[config.mk]
export PLATFORM = sky130hd
export DESIGN_NAME = ace_ar_arbiter
export DESIGN_NICKNAME = d
export VERILOG_FILES = /design/src/rtl/param_pkg.sv /design/src/rtl/ace_ar_arbiter_rr_pick.sv /design/src/rtl/ace_ar_arbiter.sv
export SDC_FILE = /design/constraint.sdc
export NUM_CORES = 1
export LEC_CHECK = 0
export ABC_AREA = 1
export CAP_MARGIN = 20
export CORE_AREA = 4 4 129 131
export DETAILED_ROUTE_END_ITERATION = 16
export DIE_AREA = 0 0 133 135
export PLACE_DENSITY = 0.76
export SETUP_SLACK_MARGIN = 0.5
export SLEW_MARGIN = 25
export SYNTH_ARGS = -nofsm -noshare
export SYNTH_HDL_FRONTEND = slang
export SYNTH_SLANG_ARGS = --single-unit
[constraint.sdc]
create_clock -name clk -period 1.6 [get_ports clk]
set_input_delay 0.32 -clock clk [delete_from_list [all_inputs] [get_ports clk]]
set_output_delay 0.32 -clock clk [all_outputs]
set_load 0.1 [all_outputs]
[src/rtl/param_pkg.sv]
// param_pkg: shared widths, AR control packing and arbiter state encoding
package param_pkg;
  localparam int ID_WIDTH   = 4;
  localparam int ADDR_WIDTH = 32;
  localparam int DATA_WIDTH = 64;
  localparam int RESP_WIDTH = 4;
  localparam int AR_CTRL_W  = 22;
  typedef enum logic [1:0] {ARB_IDLE, ARB_ADDR, ARB_DATA, ARB_RACK} arb_state_t;
endpackage

[src/rtl/ace_ar_arbiter_rr_pick.sv]
// rr_pick: combinational round-robin search starting just after the last grant
module rr_pick #(
  parameter int NUM_CPU = 2,
  parameter int GW      = $clog2(NUM_CPU)
) (
  input  logic [NUM_CPU-1:0] req,
  input  logic [GW-1:0]      last,
  output logic               any,
  output logic [GW-1:0]      idx
);
  logic [GW-1:0] c;
  // Scanning farthest-first lets the nearest requester overwrite the result.
  always_comb begin
    any = |req;
    idx = '0;
    c   = '0;
    for (int k = NUM_CPU; k >= 1; k--) begin
      c = GW'((int'(last) + k) % NUM_CPU);
      if (req[c]) idx = c;
    end
  end
endmodule

[src/rtl/ace_ar_arbiter.sv]
// ace_ar_arbiter: round-robin AR/R sharing with one outstanding read held until rack
// Optional R id checking is built when ACE_AR_ARBITER_ID_CHECK_EN is defined.
module ace_ar_arbiter
  import param_pkg::*;
#(
  parameter int NUM_CPU = 2,
  parameter int GW      = $clog2(NUM_CPU)
) (
  input  logic                            clk,
  input  logic                            reset,
  input  logic [NUM_CPU-1:0]              m_ar_valid,
  output logic [NUM_CPU-1:0]              m_ar_ready,
  input  logic [NUM_CPU*ID_WIDTH-1:0]     m_ar_id,
  input  logic [NUM_CPU*ADDR_WIDTH-1:0]   m_ar_addr,
  input  logic [NUM_CPU*AR_CTRL_W-1:0]    m_ar_ctrl,
  output logic [NUM_CPU-1:0]              m_r_valid,
  input  logic [NUM_CPU-1:0]              m_r_ready,
  output logic [DATA_WIDTH-1:0]           m_r_data,
  output logic [RESP_WIDTH-1:0]           m_r_resp,
  output logic                            m_r_last,
  output logic [ID_WIDTH-1:0]             m_r_id,
  input  logic [NUM_CPU-1:0]              m_rack,
  output logic                            s_ar_valid,
  input  logic                            s_ar_ready,
  output logic [ID_WIDTH-1:0]             s_ar_id,
  output logic [ADDR_WIDTH-1:0]           s_ar_addr,
  output logic [AR_CTRL_W-1:0]            s_ar_ctrl,
  input  logic                            s_r_valid,
  output logic                            s_r_ready,
  input  logic [DATA_WIDTH-1:0]           s_r_data,
  input  logic [RESP_WIDTH-1:0]           s_r_resp,
  input  logic                            s_r_last,
  input  logic [ID_WIDTH-1:0]             s_r_id,
  output logic [NUM_CPU-1:0]              grant,
  output logic                            id_err
);
  arb_state_t state_q, state_d;
  logic [GW-1:0] g_q, g_d, last_q, last_d, idx;
  logic [ID_WIDTH-1:0] id_q, id_d;
  logic [ADDR_WIDTH-1:0] addr_q, addr_d;
  logic [AR_CTRL_W-1:0] ctrl_q, ctrl_d;
  logic [NUM_CPU-1:0] g_oh, idx_oh;
  logic any, in_data, r_hs;
  rr_pick #(.NUM_CPU(NUM_CPU), .GW(GW)) u_pick (.req(m_ar_valid), .last(last_q), .any(any), .idx(idx));
  assign g_oh    = NUM_CPU'(1) << g_q;
  assign idx_oh  = NUM_CPU'(1) << idx;
  assign in_data = state_q == ARB_DATA;
  assign r_hs    = in_data && s_r_valid && s_r_ready;
  always_comb begin
    state_d    = state_q;
    g_d        = g_q;
    last_d     = last_q;
    id_d       = id_q;
    addr_d     = addr_q;
    ctrl_d     = ctrl_q;
    m_ar_ready = '0;
    case (state_q)
      ARB_IDLE: if (any && !reset) begin
        m_ar_ready = idx_oh;
        g_d        = idx;
        id_d       = m_ar_id[idx*ID_WIDTH +: ID_WIDTH];
        addr_d     = m_ar_addr[idx*ADDR_WIDTH +: ADDR_WIDTH];
        ctrl_d     = m_ar_ctrl[idx*AR_CTRL_W +: AR_CTRL_W];
        state_d    = ARB_ADDR;
      end
      ARB_ADDR: if (s_ar_ready) state_d = ARB_DATA;
      ARB_DATA: if (r_hs && s_r_last) state_d = ARB_RACK;
      default:  if (m_rack[g_q]) begin
        last_d  = g_q;
        state_d = ARB_IDLE;
      end
    endcase
  end
  assign s_ar_valid = state_q == ARB_ADDR;
  assign s_ar_id    = s_ar_valid ? id_q : '0;
  assign s_ar_addr  = s_ar_valid ? addr_q : '0;
  assign s_ar_ctrl  = s_ar_valid ? ctrl_q : '0;
  assign s_r_ready  = in_data && m_r_ready[g_q];
  assign m_r_valid  = (in_data && s_r_valid) ? g_oh : '0;
  assign m_r_data   = in_data ? s_r_data : '0;
  assign m_r_resp   = in_data ? s_r_resp : '0;
  assign m_r_last   = in_data && s_r_last;
  assign m_r_id     = in_data ? s_r_id : '0;
  assign grant      = state_q == ARB_IDLE ? '0 : g_oh;
  always_ff @(posedge clk) begin
    if (reset) begin
      state_q <= ARB_IDLE;
      g_q     <= '0;
      last_q  <= GW'(NUM_CPU - 1);
      id_q    <= '0;
      addr_q  <= '0;
      ctrl_q  <= '0;
    end else begin
      state_q <= state_d;
      g_q     <= g_d;
      last_q  <= last_d;
      id_q    <= id_d;
      addr_q  <= addr_d;
      ctrl_q  <= ctrl_d;
    end
  end
`ifdef ACE_AR_ARBITER_ID_CHECK_EN
  logic err_q;
  always_ff @(posedge clk) begin
    if (reset) err_q <= 1'b0;
    else       err_q <= err_q | (r_hs && s_r_id != id_q);
  end
  assign id_err = err_q;
`else
  assign id_err = 1'b0;
`endif
endmodule

=== After elaboration in Yosys (flattened, before gate mapping) ===
Index checks and enable logic that the tools add are counted.

* Add/subtract/negate cells: 2
* Multipliers: 1
* Magnitude comparators: 3
* Eq/ne operators: 5
* Shifts and indexed selects: 5
* Muxes and demuxes: 25
* Bitwise logic cells: 1
* Reductions and logical operators: 14

{| class="wikitable"
|+ Operators with widths
! cell !! count
|-
| $mux W64 || 1
|-
| $shiftx A64 B7 Y32 || 1
|-
| $shiftx A44 B7 Y22 || 1
|-
| $mux W32 || 1
|-
| $mux W22 || 1
|-
| $mux W2 || 8
|-
| $mux W4 || 3
|-
| $mux W1 || 10
|-
| $shiftx A8 B4 Y4 || 1
|-
| $logic_and A1 B1 Y1 || 6
|-
| $lt A1 B2 Y1 const B || 3
|-
| $pmux W2 S3 || 1
|-
| $mul A1 B4 Y5 const B || 1
|-
| $ne A2 B1 Y1 const B || 2
|-
| $reduce_and A2 Y1 || 2
|-
| $reduce_and A4 Y1 || 1
|-
| $reduce_bool A4 Y1 || 1
|-
| $shl A1 B1 Y2 const A || 2
|-
| $reduce_or A3 Y1 || 1
|-
| $add A1 B1 Y1 const B || 2
|-
| $eq A2 B1 Y1 const B || 1
|-
| $eq A2 B2 Y1 const B || 1
|-
| $logic_not A2 Y1 || 1
|-
| $ne A2 B2 Y1 const B || 1
|-
| other kinds (3) || 3
|}

* Bits in registers: 62
* Input port bits: 199
* Output and inout port bits: 140
* Word-level logic and storage cells: 62

=== Logic depth before layout (Yosys ltp) ===
* Depth after elaboration: 8
* Mapped depth: 9
* Depth with buffers taken out: 9

=== Hierarchy ===
From an unflattened synthesis, not the netlist that was laid out.

* Cells, all modules: 636
* Area, all modules: 3,697.3 um^2

{| class="wikitable"
|+ By module, submodules not included
! module !! instances !! cells each !! area each (um^2) !! seq. area each (um^2)
|-
| ace_ar_arbiter || 1 || 633 || 3,682.3 || 1,241.2
|-
| rr_pick || 1 || 3 || 15.0 || 0.0
|}

=== Worst setup path before layout ===
No wires, ideal clock.

* Kind: register -> output
* Start: register state_q[1]
* End: output port s_ar_ctrl[11]
* Data arrival time: 2.652 ns
* Required time: 1.280 ns
* Setup slack: -1.372 ns
* Stages on the path, launching flop included: 8
* Path buffers: 3
* Path through: dfxtp_1 > inv_1 > ha_1 > clkbuf_1 > clkbuf_1 > buf_1 > nand2_1 > inv_1

* Word-level cells in the longest chain between the ends: 2

{| class="wikitable"
|+ RTL lines
! what !! line !! RTL
|-
| from (decl) || ace_ar_arbiter.sv:37 || <nowiki>arb_state_t state_q, state_d;</nowiki>
|-
| from (signal assigned) || ace_ar_arbiter.sv:94 || <nowiki>state_q <= state_d;</nowiki>
|-
| $eq A2 B1 Y1 || ace_ar_arbiter.sv:74 || <nowiki>assign s_ar_valid = state_q == ARB_ADDR;</nowiki>
|-
| named net s_ar_valid || ace_ar_arbiter.sv:23 || <nowiki>output logic s_ar_valid,</nowiki>
|-
| $mux W22 || ace_ar_arbiter.sv:77 || <nowiki>assign s_ar_ctrl = s_ar_valid ? ctrl_q : '0;</nowiki>
|-
| to (decl) || ace_ar_arbiter.sv:27 || <nowiki>output logic [AR_CTRL_W-1:0] s_ar_ctrl,</nowiki>
|}

The timed path passes the listed nets, and every way through them passes these cells.

=== Worst setup path after layout ===
* Start: register state_q[0]
* End: output port m_r_data[59]

* Word-level cells in the longest chain between the ends: 2

{| class="wikitable"
|+ RTL lines
! what !! line !! RTL
|-
| $eq A2 B2 Y1 || ace_ar_arbiter.sv:47 || <nowiki>assign in_data = state_q == ARB_DATA;</nowiki>
|-
| $mux W64 || ace_ar_arbiter.sv:80 || <nowiki>assign m_r_data = in_data ? s_r_data : '0;</nowiki>
|-
| to (decl) || ace_ar_arbiter.sv:18 || <nowiki>output logic [DATA_WIDTH-1:0] m_r_data,</nowiki>
|}

Every way passes these cells.

==> impl_metrics.yaml <==
final_layout:
  finish.utilization: 0.752
  num-nets-final: 1295
  fin_area_sq_mm: 0.0117
  final_cells: 1317
  drive_above_1_share: 0.508
  layout.area.seq_sq_mm: 0.00125
  area_growth_pct: 187
  n_fill_cell: 956
  multiInputGateArea_sq_mm: 0.00300
routing:
  drt_pre_antenna_iters: 6
  drtIter0Drc: 227
  drcViolationCount: 0
  wl_um: 24300
  num_vias: 6093
  wire_per_inst_um: 18.5
  postRouteAntennaNets: 0
  avgViaCountPerCell: 4.63
placed_design:
  placed_cells: 1256
  gp_congestion: 0.851
  hpwl_um: 16100
  portBuffers: 337
  placed_area_sq_mm: 0.00997
grt:
  overflow: 0
  grt_max_degree: 61
  grt_pass1_vias: 5634
  antenna_found_initial: 5
  grt_pass1_wl_um: 31400
  track_usage: 0.226
floorplanning:
  num_rows: 46
  start_util: 0.262
  die_area_sq_mm: 0.0180
  core_area_sq_mm: 0.0156
  die_h_um: 135
  boundaryPins: 339
  die_w_um: 133
pwr:
  power_switching_mw: 7.43
  power_mw: 14.9
  power_frac_seq: 0.134
  leakage_nw: 4.46
  switching_share: 0.498
  peakVddDrop_uv: 576
  clkPwrFrac: 0.131
  p_int_mw: 7.47
  comb_power_share: 0.735
  cellPowerDensity_mw_per_mm2: 1270
synthesis:
  ys.flop_type: "dfxtp_1"
  synth_area_leaders: "dfxtp_1 30%, nand2_1 28%, inv_1 13%"
  synthArstFlopShare: 0
  synthCells: 723
  synth_largest_area_cell: "dfxtp_1"
  ys_ff_latch: 62
  yosysMostFrequentCell: "nand2_1"
  synth_common_cells: "305 x nand2_1, 142 x inv_1, 82 x a21oi_1"
  syn_avg_cell_area_sq_um: 5.65
  yosys_warnings: 0
  syn_area_sq_mm: 0.00409
  ys_seq_area_frac: 0.304
  synth_edf_count: 0
  synth_top_area_share: 0.304
  synth.distinct_cells: 22
  syn-num-nets: 926
job:
  maxCapViolCount: 0
timing:
  finalCritPeriodShare: 1.21
  relSlewSlack: 0.605
  setup_viol: 174
  clock.fmax_mhz: 517
  rsz0062_at_grt: "true"
  fin_skew_ns: 0.00840
  whs_ns: 0.463
  hold_viol: 0
  layout_min_cycle_time_ns: 1.93
  drv_slew: 0
  fin_ws_ns: -0.334
  worst_slew_pin_slew_ns: 0.592
worst_setup_path:
  arrival_ns: 1.61
  start_kind: "register"
  r2r_cells: 10
  max_stage_delay_ns: 0.34
  worstSetupEndpointType: "output pin"
  required_ns: 1.28
  path_common_cell: "buf_12"
  path_max_fanout: 11
  path_cells: "inv_2 -> ha_4 -> buf_4 -> buf_12 -> nand2_2 -> clkinvlp_4 -> buf_12"
  cp_slowest_cell: "dfxtp_2"
  crit_cells: 7
  cp_top_family: "buffers and inverters"
  worstSetupPathType: "reg2out"
  path_buf_inv: 5
clock_tree:
  cts.clk_slew.worst_paths_ns: 0.05
  numCtsBuffers: 9
  cts.root.buffer_cell: "clkbuf_16"
  cts_tree: "built"
  cts_hold_repair.buffers: 0
  clkLatencyLatePin_ns: 0.32
  h-tree-depth: 3
  clock-sinks: 62
  clockBufferDepth: 2
hold_path:
  worstHoldPathType: "reg2reg"
  worst_hold_path.num_cells: 2
status:
  violations: "negative setup slack"
  outcome: "finished, violations left"
## cells by family (layout without fill, tap and decap cells)
kind of cell    after synthesis  count (layout)  synth area share
flops                        62              62             0.304
other cells                   1               6          0.000918
buf+inv                     191             564             0.187
simple gates                353             353             0.340
compound gates              112             112             0.156
fa+ha+maj                     4               4            0.0122
## metal layers
metal  vias to the layer above  track usage  part of all wire
met1                      2855        0.228              0.35
met5                         -            0                 0
li1                       2897            -                 -
met2                       288        0.435              0.53
met3                        53       0.0790             0.077
met4                         0       0.0687             0.040
## worst register-to-register path, cell delays in order (launching register included)
cell       delay, ns
dfxtp_2         0.33
inv_2           0.07
buf_4           0.12
ha_4            0.17
buf_6           0.14
buf_6           0.13
clkinv_8        0.07
clkbuf_16       0.16
o21a_1          0.18
a21oi_2         0.13
a21oi_1         0.09
## path summary, 6_finish.rpt
path	from	to	slack, ns
setup / recovery	state_q[0]	m_r_data[59]	-0.33
hold / removal	addr_q[12]	addr_q[12]	0.46
setup reg to reg	state_q[0]	ctrl_q[12]	-0.14
hold reg to reg	addr_q[12]	addr_q[12]	0.46
## power groups by stage
| stage | clock network, mW | registers (mW) | logic [mW] |
|---|---|---|---|
| 2_1_floorplan | 0 | 1.97 | 5.71 |
| 3_3_place_gp | 0 | 1.98 | 8.80 |
| 3_5_place_dp | 0 | 1.99 | 8.88 |
| 4_1_cts | 2.00 | 1.98 | 9.72 |
| 5_1_grt | 2.08 | 2.02 | 11.3 |
| 6_report | 1.95 | 1.99 | 11.0 |
## stage by stage
stage                     setup TNS, ns  setup WS, ns
final                            -37.68        -0.334
after global routing             -50.12        -0.402
after global placement           -25.11        -0.440
after floorplan                  -27.20        -0.341
after detailed placement         -29.50        -0.508
after CTS                        -34.28        -0.293
## what timing repair did
item	4_1_cts	5_1_grt
pin swaps	15	29
gates resized for setup	102	130
buffers inserted	11	14
endpoints found under the setup margin	200	201
cloned	8	8
## flip-flops by register name, summed over array words and instances, names as in the netlist
name and flops:
addr_q 32, last_q 1, g_q 1, id_q 4, state_q 2, ctrl_q 22
## area by class of cell
class,count,share of cell area
clock inverter,3,0.00373
clock buffer,12,0.0219
multi-input combinational,470,0.256
tap,216,0.0230
inverter,142,0.0899
sequential,62,0.106
timing repair buffer,407,0.498
antenna,5,0.00107
## cell usage in the layout, fill, tap and decap left out, types with 2 or more instances in the layout
cell,instances
nand2_8,2
clkbuf_8,2
dfxtp_1,59
inv_1,5
clkdlybuf4s50_1,195
nor2_2,3
buf_12,156
inv_2,2
o21a_1,21
a21boi_2,7
ha_4,3
diode_2,5
buf_4,21
a21oi_1,44
a21oi_4,2
dfxtp_2,2
nor2_1,3
nand3_1,32
buf_16,7
nand2_1,173
nand2_4,59
inv_4,2
clkbuf_16,14
dlygate4sd2_1,2
a21oi_2,37
nand2_2,72
nor2_4,6
clkinvlp_4,131
buf_6,13
buf_8,6
(Power assumes the default switching activity.)
